File: src/rtl/kgp_isa_pkg.sv
// Shared KGP-RISC front-end definitions: fetch FSM state encoding,
// instruction field bit positions, instruction width and NOP encoding.
package kgp_isa_pkg;

   localparam int INSTR_W = 32;

   localparam int OPCODE_MSB = 31;
   localparam int OPCODE_LSB = 26;
   localparam int RS_MSB     = 25;
   localparam int RS_LSB     = 21;
   localparam int RT_MSB     = 20;
   localparam int RT_LSB     = 16;
   localparam int FUNCT_MSB  = 5;
   localparam int FUNCT_LSB  = 0;
   localparam int IMM16_MSB  = 15;
   localparam int IMM16_LSB  = 0;

   localparam logic [INSTR_W-1:0] NOP_INSTR = 32'h0000_0000;

   typedef enum logic [1:0] {
      S_IDLE  = 2'd0,
      S_FETCH = 2'd1,
      S_HOLD  = 2'd2,
      S_DRAIN = 2'd3
   } fetch_state_e;

endpackage

File: src/rtl/fetch_decode_stage_fetch_fsm.sv
// Fetch sequencing FSM: state register plus next-state, request and
// capture/drain strobes. Ports: clk, rst (sync active-low), imem_ack,
// redirect, id_ready in; imem_req, id_valid, capture, drain out.
module fetch_fsm
   import kgp_isa_pkg::*;
(
   input  logic clk,
   input  logic rst,
   input  logic imem_ack,
   input  logic redirect,
   input  logic id_ready,
   output logic imem_req,
   output logic id_valid,
   output logic capture,
   output logic drain
);

   fetch_state_e state_q;
   fetch_state_e state_d;

   always_ff @(posedge clk) begin
      if (!rst) begin
         state_q <= S_IDLE;
      end else begin
         state_q <= state_d;
      end
   end

   always_comb begin
      state_d = state_q;
      unique case (state_q)
         S_IDLE: begin
            state_d = S_FETCH;
         end
         S_FETCH: begin
            // A redirect with no ack leaves a request in flight that
            // must be drained before the new target can be fetched.
            if (redirect) begin
               state_d = imem_ack ? S_FETCH : S_DRAIN;
            end else if (imem_ack) begin
               state_d = S_HOLD;
            end
         end
         S_HOLD: begin
            if (redirect || id_ready) begin
               state_d = S_FETCH;
            end
         end
         S_DRAIN: begin
            if (imem_ack) begin
               state_d = S_FETCH;
            end
         end
         default: begin
            state_d = S_IDLE;
         end
      endcase
   end

   assign imem_req = (state_q == S_FETCH) || (state_q == S_DRAIN);
   assign id_valid = (state_q == S_HOLD);
   assign drain    = (state_q == S_DRAIN);
   assign capture  = (state_q == S_FETCH) && imem_ack && !redirect;

endmodule

File: src/rtl/fetch_decode_stage.sv
// KGP-RISC fetch/decode front end: PC, imem req/ack, instruction latch,
// field split, valid/ready to decode, branch redirect handling.
// Ports: clk, rst (sync active-low); imem_req/addr/ack/rdata;
// redirect/redirect_pc; id_valid/ready/pc/instr and decoded fields.
// Optional: FETCH_PERF_CNT_EN adds perf_fetched and perf_stall counters.
module fetch_decode_stage
   import kgp_isa_pkg::*;
#(
   parameter logic [31:0] RESET_PC = 32'h0000_0000,
   parameter logic [31:0] PC_STEP  = 32'd4
) (
   input  logic               clk,
   input  logic               rst,
   output logic               imem_req,
   output logic [31:0]        imem_addr,
   input  logic               imem_ack,
   input  logic [INSTR_W-1:0] imem_rdata,
   input  logic               redirect,
   input  logic [31:0]        redirect_pc,
   output logic               id_valid,
   input  logic               id_ready,
   output logic [31:0]        id_pc,
   output logic [INSTR_W-1:0] id_instr,
   output logic [5:0]         id_opcode,
   output logic [4:0]         id_rs,
   output logic [4:0]         id_rt,
   output logic [5:0]         id_funct,
   output logic [15:0]        id_imm16
`ifdef FETCH_PERF_CNT_EN
   ,
   output logic [31:0]        perf_fetched,
   output logic [31:0]        perf_stall
`endif
);

   logic               capture;
   logic               drain;
   logic [31:0]        pc_q, pc_d;
   logic [31:0]        addr_q, addr_d;
   logic [INSTR_W-1:0] instr_q, instr_d;
   logic [31:0]        ipc_q, ipc_d;

   fetch_fsm u_fsm (
      .clk      (clk),
      .rst      (rst),
      .imem_ack (imem_ack),
      .redirect (redirect),
      .id_ready (id_ready),
      .imem_req (imem_req),
      .id_valid (id_valid),
      .capture  (capture),
      .drain    (drain)
   );

   always_comb begin
      pc_d    = pc_q;
      addr_d  = addr_q;
      instr_d = instr_q;
      ipc_d   = ipc_q;
      // Track the in-flight address so a drain keeps presenting it
      // after pc has already moved to the redirect target.
      if (imem_req && !drain) begin
         addr_d = pc_q;
      end
      if (redirect) begin
         pc_d = redirect_pc;
      end else if (capture) begin
         pc_d = pc_q + PC_STEP;
      end
      if (capture) begin
         instr_d = imem_rdata;
         ipc_d   = pc_q;
      end
   end

   always_ff @(posedge clk) begin
      if (!rst) begin
         pc_q    <= RESET_PC;
         addr_q  <= RESET_PC;
         instr_q <= NOP_INSTR;
         ipc_q   <= 32'h0;
      end else begin
         pc_q    <= pc_d;
         addr_q  <= addr_d;
         instr_q <= instr_d;
         ipc_q   <= ipc_d;
      end
   end

   assign imem_addr = drain ? addr_q : pc_q;
   assign id_pc     = ipc_q;
   assign id_instr  = instr_q;
   assign id_opcode = instr_q[OPCODE_MSB:OPCODE_LSB];
   assign id_rs     = instr_q[RS_MSB:RS_LSB];
   assign id_rt     = instr_q[RT_MSB:RT_LSB];
   assign id_funct  = instr_q[FUNCT_MSB:FUNCT_LSB];
   assign id_imm16  = instr_q[IMM16_MSB:IMM16_LSB];

`ifdef FETCH_PERF_CNT_EN
   logic [31:0] fetched_q, fetched_d;
   logic [31:0] stall_q, stall_d;

   always_comb begin
      fetched_d = fetched_q;
      stall_d   = stall_q;
      if (id_valid && id_ready && !redirect) begin
         fetched_d = fetched_q + 32'd1;
      end
      if (imem_req && !imem_ack) begin
         stall_d = stall_q + 32'd1;
      end
   end

   always_ff @(posedge clk) begin
      if (!rst) begin
         fetched_q <= 32'h0;
         stall_q   <= 32'h0;
      end else begin
         fetched_q <= fetched_d;
         stall_q   <= stall_d;
      end
   end

   assign perf_fetched = fetched_q;
   assign perf_stall   = stall_q;
`endif

endmodule
File: config.mk
export PLATFORM = sky130hd
export DESIGN_NAME = fetch_decode_stage
export DESIGN_NICKNAME = d
export VERILOG_FILES = /design/src/rtl/kgp_isa_pkg.sv /design/src/rtl/fetch_decode_stage_fetch_fsm.sv /design/src/rtl/fetch_decode_stage.sv
export SDC_FILE = /design/constraint.sdc
export NUM_CORES = 1
export LEC_CHECK = 0
export CAP_MARGIN = 5
export CORE_ASPECT_RATIO = 1.1
export CORE_UTILIZATION = 49
export DETAILED_ROUTE_END_ITERATION = 6
export PLACE_DENSITY = 0.86
export REMOVE_ABC_BUFFERS = 1
export SYNTH_ARGS = -nofsm -noshare
export SYNTH_HDL_FRONTEND = slang
export SYNTH_SLANG_ARGS = --single-unit
File: constraint.sdc
create_clock -name clk -period 5.9 [get_ports clk]
set_input_delay 0.59 -clock clk [delete_from_list [all_inputs] [get_ports clk]]
set_output_delay 0.59 -clock clk [all_outputs]
set_load 0.05 [all_outputs]
==> flow_summary_export.csv <==
group,metric,value,unit
cts,cts-resized-gates,0,
critical_path,endpoint_kind,"output pin",
final_layout,drive_gt1_frac,0.0903,
power_and_ir_drop,p_leak,2.89,nW
final_layout,area_delta_synth_final,40.9,%
timing,fin_skew,0.0125,ns
final_layout,utilization,0.720,
place,portBuffers,204,
final_layout,multi_input_comb_area,2820,um^2
power_and_ir_drop,intPower,1.87,mW
detailed_routing,post_drt_wl_per_cell,16.0,um
place,routabilityCongestion,0.834,
power_and_ir_drop,power,2.54,mW
yosys,synth_ff_type,"dfxtp_1",
cts,htree_levels,4,
critical_path,cp.required,5.31,ns
detailed_routing,via_per_inst,5.47,
yosys,synth_cell_types,48,
grt,grt_pass1_wl,26700,um
floorplanning,die_w,107,um
floorplanning,core-area,11700,um^2
grt,grt_max_degree,112,
worst_hold_path,holdCritStartpoint,"id_pc[29]",
cts,clkTransAtPathRegs,0.06,ns
final_layout,num_antenna_cells,0,
power_and_ir_drop,vdd_drop_max,0.000150,V
timing,period_minus_slack,3.44,ns
yosys,avgSynthCellArea,7.91,um^2
timing,setup_viol,0,
yosys,async_reset_ff_frac,0,
detailed_routing,wl,16800,um
critical_path,critical_path_class,"flop to output pin",
critical_path,reg2reg_slack,3.50,ns
cts,clock_sinks,130,
cts,cts_buffers,17,
timing,fin_crit_sh,0.584,
power_and_ir_drop,seqPwrFrac,0.379,
final_layout,layout_common_cells,"212 x nand2_1, 204 x clkdlybuf4s50_1, 130 x dfxtp_1",
timing,tns,0,ns
yosys,yosysTopAreaCell,"dfxtp_1",
cts,cts_tree,"done",
job,cap_viol_max_count,0,
critical_path,cp-start-kind,"flop",
worst_hold_path,min_to,"id_pc[29]",
timing,fmaxAchievable,290,MHz
floorplanning,io_pins,205,
power_and_ir_drop,switching_share,0.265,
timing,relSlewSlack,0.225,
floorplanning,initial_core_util,0.511,
detailed_routing,num_vias,5722,
timing,hold_viol_final,0,
cts,post-cts-setup-buffers,0,
critical_path,rr_worst_depth,4,
power_and_ir_drop,pwr-share-comb,0.151,
timing,worst_slew_pin_slew,1.16,ns
yosys,yosys_warnings,0,
grt,grt.total_usage,0.268,
final_layout,register_area,2600,um^2
timing,report.final.slew_viol_count,0,
yosys,synth_top_area_frac,0.436,
worst_hold_path,hold_class,"flop to flop",
detailed_routing,drtIter0Drc,377,
cts,clk_path_buf_depth,2,
detailed_routing,drc,0,
grt,antenna_found_initial,0,
floorplanning,rows,41,
cts,insertion_delay,0.41,ns
yosys,ys_seq_elements,130,
cts,ctsHoldBuffers,0,
floorplanning,die_area,12600,um^2
floorplanning,die_y,118,um
yosys,synthesis.instances,755,
critical_path,worstPathArrival,2.85,ns
final_layout,nNetsFinal,954,
grt,grt_pass1_vias,5271,
yosys,synth-edff-count,0,
final_layout,fill_cells,909,
power_and_ir_drop,p_clk_frac,0.470,
power_and_ir_drop,power_density,302,nW/um^2
place,dpl.hpwl,11000,um
detailed_routing,ant_nets,0,
worst_hold_path,hold_depth,2,
timing,rsz0062_at_grt,"false",
critical_path,r2r_end,"pc_q[28]",
grt,overflow,0,
detailed_routing,firstDrtPassIters,5,
cts,root_buffer,"clkbuf_16",
critical_path,r2r_start,"u_fsm.state_q[0]",
final_layout,final_common_cell,"nand2_1",
yosys,synth_area_leaders,"dfxtp_1 44%, nand2_1 13%, a21oi_1 8.8%",
run_status,status,"finished, final reports clean",
yosys,ys_seq_area_frac,0.436,
critical_path,critical_path.max_fanout,18,
power_and_ir_drop,p_sw,0.674,mW
yosys,synth_area,5970,um^2
-- sequential cells by signal, summed over array words and instances, names as in the netlist --
register	cells
u_fsm.state_q	2
id_instr	32
pc_q	32
addr_q	32
id_pc	32
-- power by group through the flow --
stage                     logic, mW  clock network [mW]  registers [mW]
after floorplan               0.162                   0            1.04
after global placement        0.378                   0           0.979
after detailed placement      0.381                   0           0.981
after CTS                     0.384                1.20           0.962
after global routing          0.406                1.25           0.969
final                         0.383                1.19           0.963
-- final cells by class --
class                   instances  share of cell area
clock inverters                14              0.0280
multi-input cells             516               0.335
repair buffers                212               0.250
flip-flops and latches        130               0.309
clock buffers                  18              0.0522
inverters                       7             0.00342
well taps                     150              0.0223
-- critical path, cell delays in order (launching register included) --
cell             delay [ns]
dfxtp_1                0.51
nand2_1                0.46
buf_4                  0.41
mux2_2                 0.26
clkdlybuf4s50_1        0.79
-- routing by layer --
layer,global-route usage,part of all wire
met1,0.327,0.43
met2,0.459,0.50
met3,0.0576,0.058
met4,0.0985,0.013
met5,0,0
-- stage by stage --
| stage | worst slack [ns] | instance area, um^2 | hold slack (ns) | std cells |
|---|---|---|---|---|
| 2_1_floorplan | -0.493 | 5430 | 0.434 | 653 |
| 3_3_place_gp | 2.88 | 7740 | 0.440 | 1015 |
| 3_5_place_dp | 2.85 | 7740 | 0.446 | 1015 |
| 4_1_cts | 2.41 | 8420 | 0.454 | 1047 |
| 5_1_grt | 2.27 | 8420 | 0.468 | 1047 |
| 6_report | 2.46 | 8420 | 0.452 | 1047 |
-- cells in the mapped netlist, types with 2 or more instances --
library cell / number
a311oi_1: 3
o211ai_1: 3
nand2_1: 212
buf_4: 39
nor3_1: 6
nand3_1: 14
nor3b_1: 2
dfxtp_1: 130
o31a_1: 2
clkbuf_1: 41
a21oi_1: 105
nor2_1: 14
nor2b_1: 4
and3_1: 3
xnor2_1: 6
and2_1: 2
a211oi_1: 5
nand4_1: 14
buf_1: 9
o21ai_0: 20
nand2b_1: 2
a31oi_1: 11
inv_1: 6
and4_1: 5
buf_2: 12
xor2_1: 3
mux2i_1: 3
o31ai_1: 8
or3_1: 3
mux2_2: 32
or4_1: 15
nor4_1: 5
-- worst max path at each step --
stage | start | end | cells past startpoint
finish | u_fsm.state_q[1] | imem_addr[21] | 4
CTS | u_fsm.state_q[1] | imem_addr[17] | 4
floorplan | u_fsm.state_q[0] | pc_q[23] | 4
global route | u_fsm.state_q[1] | imem_addr[31] | 4
global placement | u_fsm.state_q[1] | imem_addr[18] | 4
detailed placement | imem_ack | pc_q[27] | 5
-- cells by family (layout without fill, tap and decap cells) --
logic type / after synthesis / count (layout) / share of synthesized area
muxes: 35 / 35 / 0.0654
xor gates and xnor gates: 9 / 9 / 0.0132
adders and majority gates: 1 / 1 / 0.00209
and+or+nand+nor: 309 / 309 / 0.237
buffers and inverters: 109 / 251 / 0.0957
DFF: 130 / 130 / 0.436
AOI/OAI and AO/OA: 162 / 162 / 0.151
(Power assumes the default switching activity.)
